<file path="config.mk">
export PLATFORM = sky130hd
export DESIGN_NAME = ps2_uart_tx
export DESIGN_NICKNAME = d
export VERILOG_FILES = /design/src/rtl/ps2_uart_tx.sv
export SDC_FILE = /design/constraint.sdc
export NUM_CORES = 1
export LEC_CHECK = 0
export ABC_AREA = 1
export CORE_ASPECT_RATIO = 0.6
export CORE_UTILIZATION = 64
export CTS_BUF_LIST = sky130_fd_sc_hd__clkbuf_8
export DETAILED_ROUTE_END_ITERATION = 16
export PLACE_DENSITY_LB_ADDON = 0.1
export SETUP_SLACK_MARGIN = 0.2
export SYNTH_ARGS = -nofsm -noshare
export SYNTH_HDL_FRONTEND = slang
export SYNTH_SLANG_ARGS = --single-unit
</file>
<file path="constraint.sdc">
create_clock -name clk -period 2.9 [get_ports clk]
set_input_delay 0.87 -clock clk [delete_from_list [all_inputs] [get_ports clk]]
set_output_delay 0.87 -clock clk [all_outputs]
set_load 0.02 [all_outputs]
</file>
<file path="src/rtl/ps2_uart_tx.sv">
// ps2_uart_tx: buffers ASCII characters from the keyboard front end in a
// small circular FIFO and serialises them as 8N1 UART frames toward the
// host. The host's clear-to-send gates the start of each frame.
module ps2_uart_tx #(
    parameter int CLK_HZ     = 27000000,
    parameter int BAUD       = 115200,
    parameter int FIFO_DEPTH = 16
) (
    input  logic                          clk,
    input  logic                          reset,
    input  logic                          character_valid,
    output logic                          character_ready,
    input  logic [7:0]                    character_byte,
    input  logic                          cts,
    output logic                          uart_tx,
    output logic [$clog2(FIFO_DEPTH):0]   fifo_count,
    output logic                          busy
);

    localparam int DIVISOR = (CLK_HZ + BAUD / 2) / BAUD;
    localparam int PW      = $clog2(FIFO_DEPTH);
    localparam int CW      = PW + 1;
    localparam int BW      = (DIVISOR > 1) ? $clog2(DIVISOR) : 1;

    localparam logic [BW-1:0] BAUD_LAST  = BW'(DIVISOR - 1);
    localparam logic [CW-1:0] FULL_COUNT = CW'(FIFO_DEPTH);

    // Refuse to build with a baud divisor too small for a bit period or a
    // FIFO depth the wrapping pointers cannot represent.
    generate
        if (DIVISOR < 2) begin : gDivisorCheck
            $error("ps2_uart_tx: baud divisor must be at least 2");
        end
        if ((FIFO_DEPTH < 2) || ((FIFO_DEPTH & (FIFO_DEPTH - 1)) != 0)) begin : gDepthCheck
            $error("ps2_uart_tx: FIFO_DEPTH must be a power of two, at least 2");
        end
    endgenerate

    typedef enum logic [1:0] {
        IDLE,
        START,
        DATA,
        STOP
    } txState_t;

    txState_t          state_q, state_d;
    logic [BW-1:0]     baudCnt_q, baudCnt_d;
    logic [2:0]        bitIdx_q, bitIdx_d;
    logic [7:0]        shift_q, shift_d;
    logic              txLine_q, txLine_d;

    logic [7:0]        fifoMem_q [FIFO_DEPTH];
    logic [PW-1:0]     wrPtr_q, rdPtr_q;
    logic [CW-1:0]     count_q;

    logic              push;
    logic              pop;

    // Ready comes from the occupancy register alone, so a pop in the same
    // cycle never opens the door; it is also held low while reset is applied.
    assign character_ready = !reset && (count_q != FULL_COUNT);
    assign push            = character_valid && character_ready;
    assign fifo_count      = count_q;
    assign uart_tx         = txLine_q;
    assign busy            = (state_q != IDLE);

    // Character storage: written only on an accepted handshake.
    always_ff @(posedge clk) begin
        if (push) begin
            fifoMem_q[wrPtr_q] <= character_byte;
        end
    end

    // FIFO pointers and occupancy; pointers wrap naturally at FIFO_DEPTH.
    always_ff @(posedge clk) begin
        if (reset) begin
            wrPtr_q <= '0;
            rdPtr_q <= '0;
            count_q <= '0;
        end else begin
            if (push) begin
                wrPtr_q <= wrPtr_q + 1'b1;
            end
            if (pop) begin
                rdPtr_q <= rdPtr_q + 1'b1;
            end
            case ({push, pop})
                2'b10:   count_q <= count_q + 1'b1;
                2'b01:   count_q <= count_q - 1'b1;
                default: count_q <= count_q;
            endcase
        end
    end

    // Transmitter state register; the line is registered so it never glitches.
    always_ff @(posedge clk) begin
        if (reset) begin
            state_q   <= IDLE;
            baudCnt_q <= '0;
            bitIdx_q  <= '0;
            shift_q   <= '0;
            txLine_q  <= 1'b1;
        end else begin
            state_q   <= state_d;
            baudCnt_q <= baudCnt_d;
            bitIdx_q  <= bitIdx_d;
            shift_q   <= shift_d;
            txLine_q  <= txLine_d;
        end
    end

    // Frame sequencing: IDLE spends one decision cycle, then start, eight
    // data bits LSB first and a stop bit, each DIVISOR clocks long.
    always_comb begin
        state_d   = state_q;
        baudCnt_d = baudCnt_q;
        bitIdx_d  = bitIdx_q;
        shift_d   = shift_q;
        pop       = 1'b0;
        txLine_d  = 1'b1;

        case (state_q)
            IDLE: begin
                baudCnt_d = '0;
                bitIdx_d  = '0;
                if ((count_q != '0) && cts) begin
                    pop     = 1'b1;
                    shift_d = fifoMem_q[rdPtr_q];
                    state_d = START;
                end
            end
            START: begin
                if (baudCnt_q == BAUD_LAST) begin
                    baudCnt_d = '0;
                    bitIdx_d  = '0;
                    state_d   = DATA;
                end else begin
                    baudCnt_d = baudCnt_q + 1'b1;
                end
            end
            DATA: begin
                if (baudCnt_q == BAUD_LAST) begin
                    baudCnt_d = '0;
                    if (bitIdx_q == 3'd7) begin
                        state_d = STOP;
                    end else begin
                        bitIdx_d = bitIdx_q + 3'd1;
                    end
                end else begin
                    baudCnt_d = baudCnt_q + 1'b1;
                end
            end
            STOP: begin
                if (baudCnt_q == BAUD_LAST) begin
                    baudCnt_d = '0;
                    state_d   = IDLE;
                end else begin
                    baudCnt_d = baudCnt_q + 1'b1;
                end
            end
            default: begin
                state_d = IDLE;
            end
        endcase

        case (state_d)
            START:   txLine_d = 1'b0;
            DATA:    txLine_d = shift_d[bitIdx_d];
            default: txLine_d = 1'b1;
        endcase
    end

endmodule

</file>
==> results.sh, run 1 <==
export IMPL_cap_violations=0
export IMPL_syn_inst=744
export IMPL_place_ws_ns=-0.0966
export IMPL_drt_iter0_markers=726
export IMPL_holdBufCountCts=0
export IMPL_ys_types=38
export IMPL_netlist_area_mm2=0.00730
export IMPL_grt_pass1_vias=5074
export IMPL_relSlewSlack=0.432
export IMPL_cp_max_fo=2
export IMPL_io_buffers=19
export IMPL_p_leak_nw=3.22
export IMPL_cts_buffer_depth=2
export IMPL_synth_compound_area_frac=0.0382
export IMPL_grtUsageMet3=0.0553
export IMPL_ant_nets=0
export IMPL_synth_warnings=0
export IMPL_worst_slack_ns=0.243
export IMPL_crit_chain="clkdlybuf4s50_1, inv_2, nand2_1, inv_1, clkdlybuf4s15_1"
export IMPL_hold_worst_slack_ns=0.512
export IMPL_totalWireLength_mm=16.7
export IMPL_cts_buffers=17
export IMPL_grtUsageTotal=0.305
export IMPL_dr_pass1_iters=6
export IMPL_fin_skew_ns=0.0166
export IMPL_placed_cells=900
export IMPL_vias=5361
export IMPL_worst_path_buf_inv=4
export IMPL_ios=20
export IMPL_critical_path_class="input pin to output port"
export IMPL_synth_edf_count=128
export IMPL_chipWidth_um=140
export IMPL_final_nets=803
export IMPL_cts_sinks=167
export IMPL_htreeDepth=4
export IMPL_cts_resized=2
export IMPL_cp_required_ns=2.03
export IMPL_endpoint_kind="output port"
export IMPL_synth_top_family_by_area="simple AND/OR/NAND/NOR gates"
export IMPL_gr_total_overflow=0
export IMPL_busiest_layer="met1"
export IMPL_async_reset_ff_frac=0
export IMPL_setup_viol=0
export IMPL_power_mw=6.50
export IMPL_status="finished clean"
export IMPL_layout_cells_non_filler=932
export IMPL_syn_to_final_growth_pct=11.0
export IMPL_cp_arrival_ns=1.79
export IMPL_timing_worst_slew_pin_value_ns=0.851
export IMPL_clk_pin_slew_worst_paths_ns=0.09
export IMPL_tns_ns=0
export IMPL_critPathMaxStageDelay_ns=0.49
export IMPL_yosys_area_share_xor_xnor=0.00719
export IMPL_hold_viol=0
export IMPL_drv_slew=0
export IMPL_critPathLaunchType="input pin"
export IMPL_die_h_um=84.8
export IMPL_clock_latency_ns=0.46
export IMPL_use_met1=0.456
export IMPL_coreArea_mm2=0.0108
export IMPL_ys_ff_latch=167
export IMPL_multi_input_area_mm2=0.00227
export IMPL_post_route_drc_count=0
export IMPL_grtUsageMet2=0.444
export IMPL_num_rows=29
export IMPL_nFillCells=748
export IMPL_hp_class="flip-flop to flip-flop"
export IMPL_viasPerCell=5.75
export IMPL_rsz0062_at_grt="false"
export IMPL_synth_fa_ha_area_frac=0.0188
export IMPL_yosysSeqAreaShare=0.633
export IMPL_regArea_mm2=0.00463
export IMPL_wl_per_cell_um=18.0
export IMPL_synth_ff_type="edfxtp_1"
export IMPL_start_util=0.673
export IMPL_place_gp_congestion=0.948
export IMPL_power_density_mw_per_mm2=802
export IMPL_synthMuxAreaShare=0
export IMPL_slowest_stage="clkdlybuf4s50_1"
export IMPL_drive_gt1_frac=0.102
export IMPL_min_period_ns=2.66
export IMPL_syn_nets=767
export IMPL_grt_max_degree=65
export IMPL_cts_tree="built"
export IMPL_clock_root_buffer="clkbuf_8"
export IMPL_diodes=0
export IMPL_clock_fmax_mhz=376
export IMPL_postSynthAreaPerCell_um2=9.82
export IMPL_grt_antenna_before_repair=0
export IMPL_grt_pass1_wl_mm=26.4
export IMPL_cts_setup_buffers=0
export IMPL_peakVddDrop_v=0.000676
export IMPL_dpl_hpwl_mm=10.7
export IMPL_critical_path_top_delay_family="buffers and inverters"
export IMPL_yosys_area_share_simple=0.246
export IMPL_die_area_mm2=0.0119
export IMPL_fin_crit_sh=0.916
-- routing by layer --
layer / wire length (µm) / share of wire / up-vias
met2: 7200 / 0.43 / 289
li1: - / - / 2554
met3: 1780 / 0.11 / 40
met4: 342 / 0.020 / 0
met1: 7430 / 0.44 / 2478
met5: 0 / 0 / -
-- final cells by class --
| class | instances | share of cell area |
|---|---|---|
| Clock inverter | 15 | 0.0204 |
| Tap cell | 139 | 0.0215 |
| Inverter | 59 | 0.0286 |
| Sequential cell | 167 | 0.571 |
| Timing Repair Buffer | 45 | 0.0506 |
| Clock buffer | 17 | 0.0289 |
| Multi-Input combinational cell | 490 | 0.280 |
-- power by group --
| group | total (mW) | switching [mW] | internal, mW |
|---|---|---|---|
| Clock | 1.68 | 0.898 | 0.784 |
| Sequential | 2.81 | 0.0967 | 2.71 |
| Combinational | 2.01 | 1.35 | 0.660 |
-- cells by family (layout without fill, tap and decap cells) --
family	count (synthesis)	in the layout
AO/OA/AOI/OAI	50	50
XOR/XNOR	6	6
flip-flops	167	167
adder cells (fa/ha/maj)	11	11
AND/OR/NAND/NOR	423	423
buffers and inverters	87	136
-- cells in the mapped netlist, types with 2 or more instances --
master / number / share of area
ha_1: 11 / 0.019
nand4_1: 5 / 0.0043
nor2_1: 93 / 0.048
inv_2: 5 / 0.0026
or2_1: 4 / 0.0034
nand3_1: 88 / 0.060
dfxtp_1: 39 / 0.11
a21oi_1: 13 / 0.0089
o211ai_1: 2 / 0.0021
nand2_1: 210 / 0.11
edfxtp_1: 128 / 0.53
o21ai_1: 13 / 0.0089
buf_6: 8 / 0.012
inv_1: 52 / 0.027
a31o_2: 2 / 0.0024
nand2_4: 3 / 0.0046
buf_2: 10 / 0.0069
clkbuf_1: 8 / 0.0041
nor3b_1: 4 / 0.0041
nand2_2: 4 / 0.0034
o21ai_0: 15 / 0.010
nor3_1: 7 / 0.0048
xor2_1: 5 / 0.0060
-- state kept, by name, indices dropped and copies added, names as in the netlist, named ones only --
register,cells
baudCnt_q,8
bitIdx_q,3
fifoMem_q,128
fifo_count,5
rdPtr_q,4
shift_q,8
state_q,2
uart_tx,1
wrPtr_q,4
-- through the flow --
step | utilization | instance area, µm²
after floorplan | - | 7300
after global placement | 0.710 | 7710
after detailed placement | 0.710 | 7710
after CTS | 0.747 | 8110
after global routing | 0.747 | 8110
final | 0.747 | 8110
-- layout by cell type, fill, tap and decap left out, types with 11 or more instances in the layout --
cell / n
o21ai_1: 13
inv_1: 52
a21oi_1: 13
nand2_1: 210
nor2_1: 93
clkdlybuf4s50_1: 18
o21ai_0: 15
clkbuf_8: 17
dfxtp_1: 38
nand3_1: 88
edfxtp_1: 128
buf_4: 24
ha_1: 11
-- final timing paths --
path | start | to | slack (ns) | cells past startpoint
worst max-delay path | reset | character_ready | 0.24 | 5
worst min register to register | baudCnt_q[0]$_SDFF_PP0_ | baudCnt_q[0]$_SDFF_PP0_ | 0.51 | 1
worst min-delay path | baudCnt_q[0]$_SDFF_PP0_ | baudCnt_q[0]$_SDFF_PP0_ | 0.51 | 1
worst max register to register | fifo_count[2]$_SDFFE_PP0P_ | fifo_count[3]$_SDFFE_PP0P_ | 0.58 | 16
-- worst reg2reg max path, cell delays in order (launching register included) --
cell	delay, ns
dfxtp_1	0.34
inv_1	0.17
nand4_1	0.14
nand2_1	0.10
inv_2	0.05
nand2_4	0.13
inv_6	0.04
ha_1	0.23
buf_4	0.15
xnor2_1	0.18
inv_1	0.11
nand4_1	0.11
o211ai_1	0.13
a21oi_1	0.15
o21ai_0	0.09
nand2_1	0.07
inv_1	0.04
(Power assumes the default switching activity.)
==> inputs of run 2 (changes only) <==
CORE_MARGIN = 2   (was unset)
RECOVER_POWER = 100   (was unset)
clock period = 2.8 ns   (was 2.9 ns; I/O delays follow)
==> run 2 against run 1 <==
Effect of this change: combinational power grew 4%; cell count up 0.75%; first-iteration DRC count is 28% lower.
==> results.sh, run 2 (synthesis gave the netlist of run 1 again) <==
export IMPL_vias=5356
export IMPL_final_nets=805
export IMPL_gr_total_overflow=0
export IMPL_nFillCells=823
export IMPL_place_ws_ns=-0.154
export IMPL_rsz0062_at_grt="true"
export IMPL_coreArea_mm2=0.0112
export IMPL_post_route_drc_count=0
export IMPL_clockPowerShare=0.279
export IMPL_place_gp_congestion=0.878
export IMPL_ios=20
export IMPL_drive_gt1_frac=0.0956
export IMPL_layout_common_cells="nand2_1, edfxtp_1, nor2_1"
export IMPL_status="finished clean"
export IMPL_wl_per_cell_um=17.8
export IMPL_cp_arrival_ns=2.72
export IMPL_switchingPower_mw=2.38
export IMPL_io_buffers=19
export IMPL_crit_chain="dlygate4sd3_1, inv_2, nand2_1, inv_1, buf_4, nand2_4, clkbuf_1, inv_1, nand2_1, nor2_1, clkbuf_2"
export IMPL_min_period_ns=2.60
export IMPL_fin_skew_ns=0.0111
export IMPL_grt_pass1_wl_mm=26.2
export IMPL_start_util=0.651
export IMPL_peakVddDrop_v=0.000576
export IMPL_viasPerCell=5.70
export IMPL_grtUsageTotal=0.288
export IMPL_ant_nets=0
export IMPL_critPathMaxStageDelay_ns=0.57
export IMPL_endpoint_kind="flip-flop"
export IMPL_power_density_mw_per_mm2=855
export IMPL_grt_antenna_before_repair=0
export IMPL_slowest_stage="dlygate4sd3_1"
export IMPL_p_sw_frac=0.344
export IMPL_drt_iter0_markers=523
export IMPL_clock_fmax_mhz=385
export IMPL_critical_path_class="input pin to flip-flop"
export IMPL_clock_root_buffer="clkbuf_8"
export IMPL_die_h_um=86.8
export IMPL_p_int_mw=4.55
export IMPL_diodes=0
export IMPL_cp_max_fo=8
export IMPL_cts_sinks=167
export IMPL_clock_latency_ns=0.45
export IMPL_timing_worst_slew_pin_value_ns=0.772
export IMPL_fin_crit_sh=0.928
export IMPL_num_rows=30
export IMPL_drv_slew=0
export IMPL_final_common_cell="nand2_1"
export IMPL_cts_buffers=17
export IMPL_p_leak_nw=3.26
export IMPL_cts_tree="built"
export IMPL_biggestRegsByFlops="fifoMem_q (128), baudCnt_q (8), shift_q (8)"
export IMPL_htreeDepth=4
export IMPL_totalWireLength_mm=16.7
export IMPL_relSlewSlack=0.484
export IMPL_worst_slack_ns=0.202
export IMPL_die_area_mm2=0.0123
export IMPL_hold_viol=0
export IMPL_grt_pass1_vias=5032
export IMPL_dr_pass1_iters=7
export IMPL_dpl_hpwl_mm=10.8
export IMPL_cap_violations=0
export IMPL_cts_buffer_depth=2
export IMPL_hold_worst_slack_ns=0.488
export IMPL_largest_reg_flops=128
export IMPL_comb_power_share=0.302
export IMPL_hp_class="flip-flop to flip-flop"
export IMPL_cp_required_ns=2.92
export IMPL_grt_max_degree=65
export IMPL_regMostFlops="fifoMem_q"
export IMPL_critPathLaunchType="input pin"
export IMPL_cts_setup_buffers=0
export IMPL_chipWidth_um=142
export IMPL_setup_viol=0
export IMPL_p_seq_frac=0.419
export IMPL_syn_to_final_growth_pct=11.1
export IMPL_clk_pin_slew_worst_paths_ns=0.09
## run 2: changes by cell type in the layout (fill, tap and decap cells not counted), sizes merged
| cell | previous run | this run |
|---|---|---|
| buf | 26 | 11 |
| bufinv | 2 | 4 |
| clkbuf | 17 | 39 |
| clkdlybuf4s15 | 1 | 0 |
| clkdlybuf4s50 | 18 | 1 |
| clkinvlp | 3 | 2 |
| dlygate4sd3 | 0 | 17 |
| inv | 65 | 60 |
## run 2: through the flow
step | util | instance area, µm² | power [mW] | instances | TNS [ns]
6_report | 0.723 | 8110 | 6.94 | 939 | 0
5_1_grt | 0.723 | 8110 | 7.28 | 939 | 0
4_1_cts | 0.730 | 8190 | 6.96 | 939 | 0
3_5_place_dp | 0.689 | 7730 | 5.03 | 907 | -0.381
3_3_place_gp | 0.689 | 7730 | 4.95 | 907 | -0.169
2_1_floorplan | - | 7300 | 4.45 | 744 | 0
## run 2: final timing paths
check,slack (ns),cells past startpoint,endpoint,startpoint
worst min-delay path,0.49,1,baudCnt_q[0]$_SDFF_PP0_,baudCnt_q[0]$_SDFF_PP0_
worst min register to register,0.49,1,baudCnt_q[0]$_SDFF_PP0_,baudCnt_q[0]$_SDFF_PP0_
worst max register to register,0.44,13,uart_tx$_SDFF_PP1_,flip-flop
worst max-delay path,0.20,11,fifoMem_q[13][7]$_DFFE_PP_,reset
## run 2: critical path: cells and delay by family
kind | cells | cell delay, ns
buf+inv | 7 | 1.48
simple gates | 4 | 0.40
## run 2: what timing repair did
| item | CTS | global route |
|---|---|---|
| endpoints found under the setup margin | 1 | 2 |
| hold buffers | 0 | 0 |
| gates cloned | 0 | 0 |
| resized for setup | 3 | 2 |
## run 2: per-layer routing
| metal | GRT usage | up-vias | wire, µm |
|---|---|---|---|
| met4 | 0.0918 | 0 | 236 |
| li1 | - | 2555 | - |
| met5 | 0 | - | 0 |
| met2 | 0.431 | 219 | 7350 |
| met1 | 0.424 | 2562 | 7690 |
| met3 | 0.0685 | 20 | 1460 |
## run 2: power by group through the flow
| stage | Combinational, mW | Sequential (mW) | Clock, mW |
|---|---|---|---|
| 2_1_floorplan | 1.47 | 2.98 | 0 |
| 3_3_place_gp | 2.00 | 2.95 | 0 |
| 3_5_place_dp | 2.07 | 2.96 | 0 |
| 4_1_cts | 2.10 | 2.91 | 1.95 |
| 5_1_grt | 2.32 | 2.92 | 2.04 |
| 6_report | 2.10 | 2.90 | 1.94 |
## run 2: layout make-up
| cell class | instances | area [µm²] | area share |
|---|---|---|---|
| multi-input combinational | 490 | 2250 | 0.278 |
| tap | 144 | 180 | 0.0222 |
| clock inverter | 11 | 170 | 0.0210 |
| timing repair buffer | 47 | 373 | 0.0460 |
| inverter | 59 | 224 | 0.0276 |
| sequential | 167 | 4620 | 0.570 |
| clock buffer | 21 | 289 | 0.0356 |
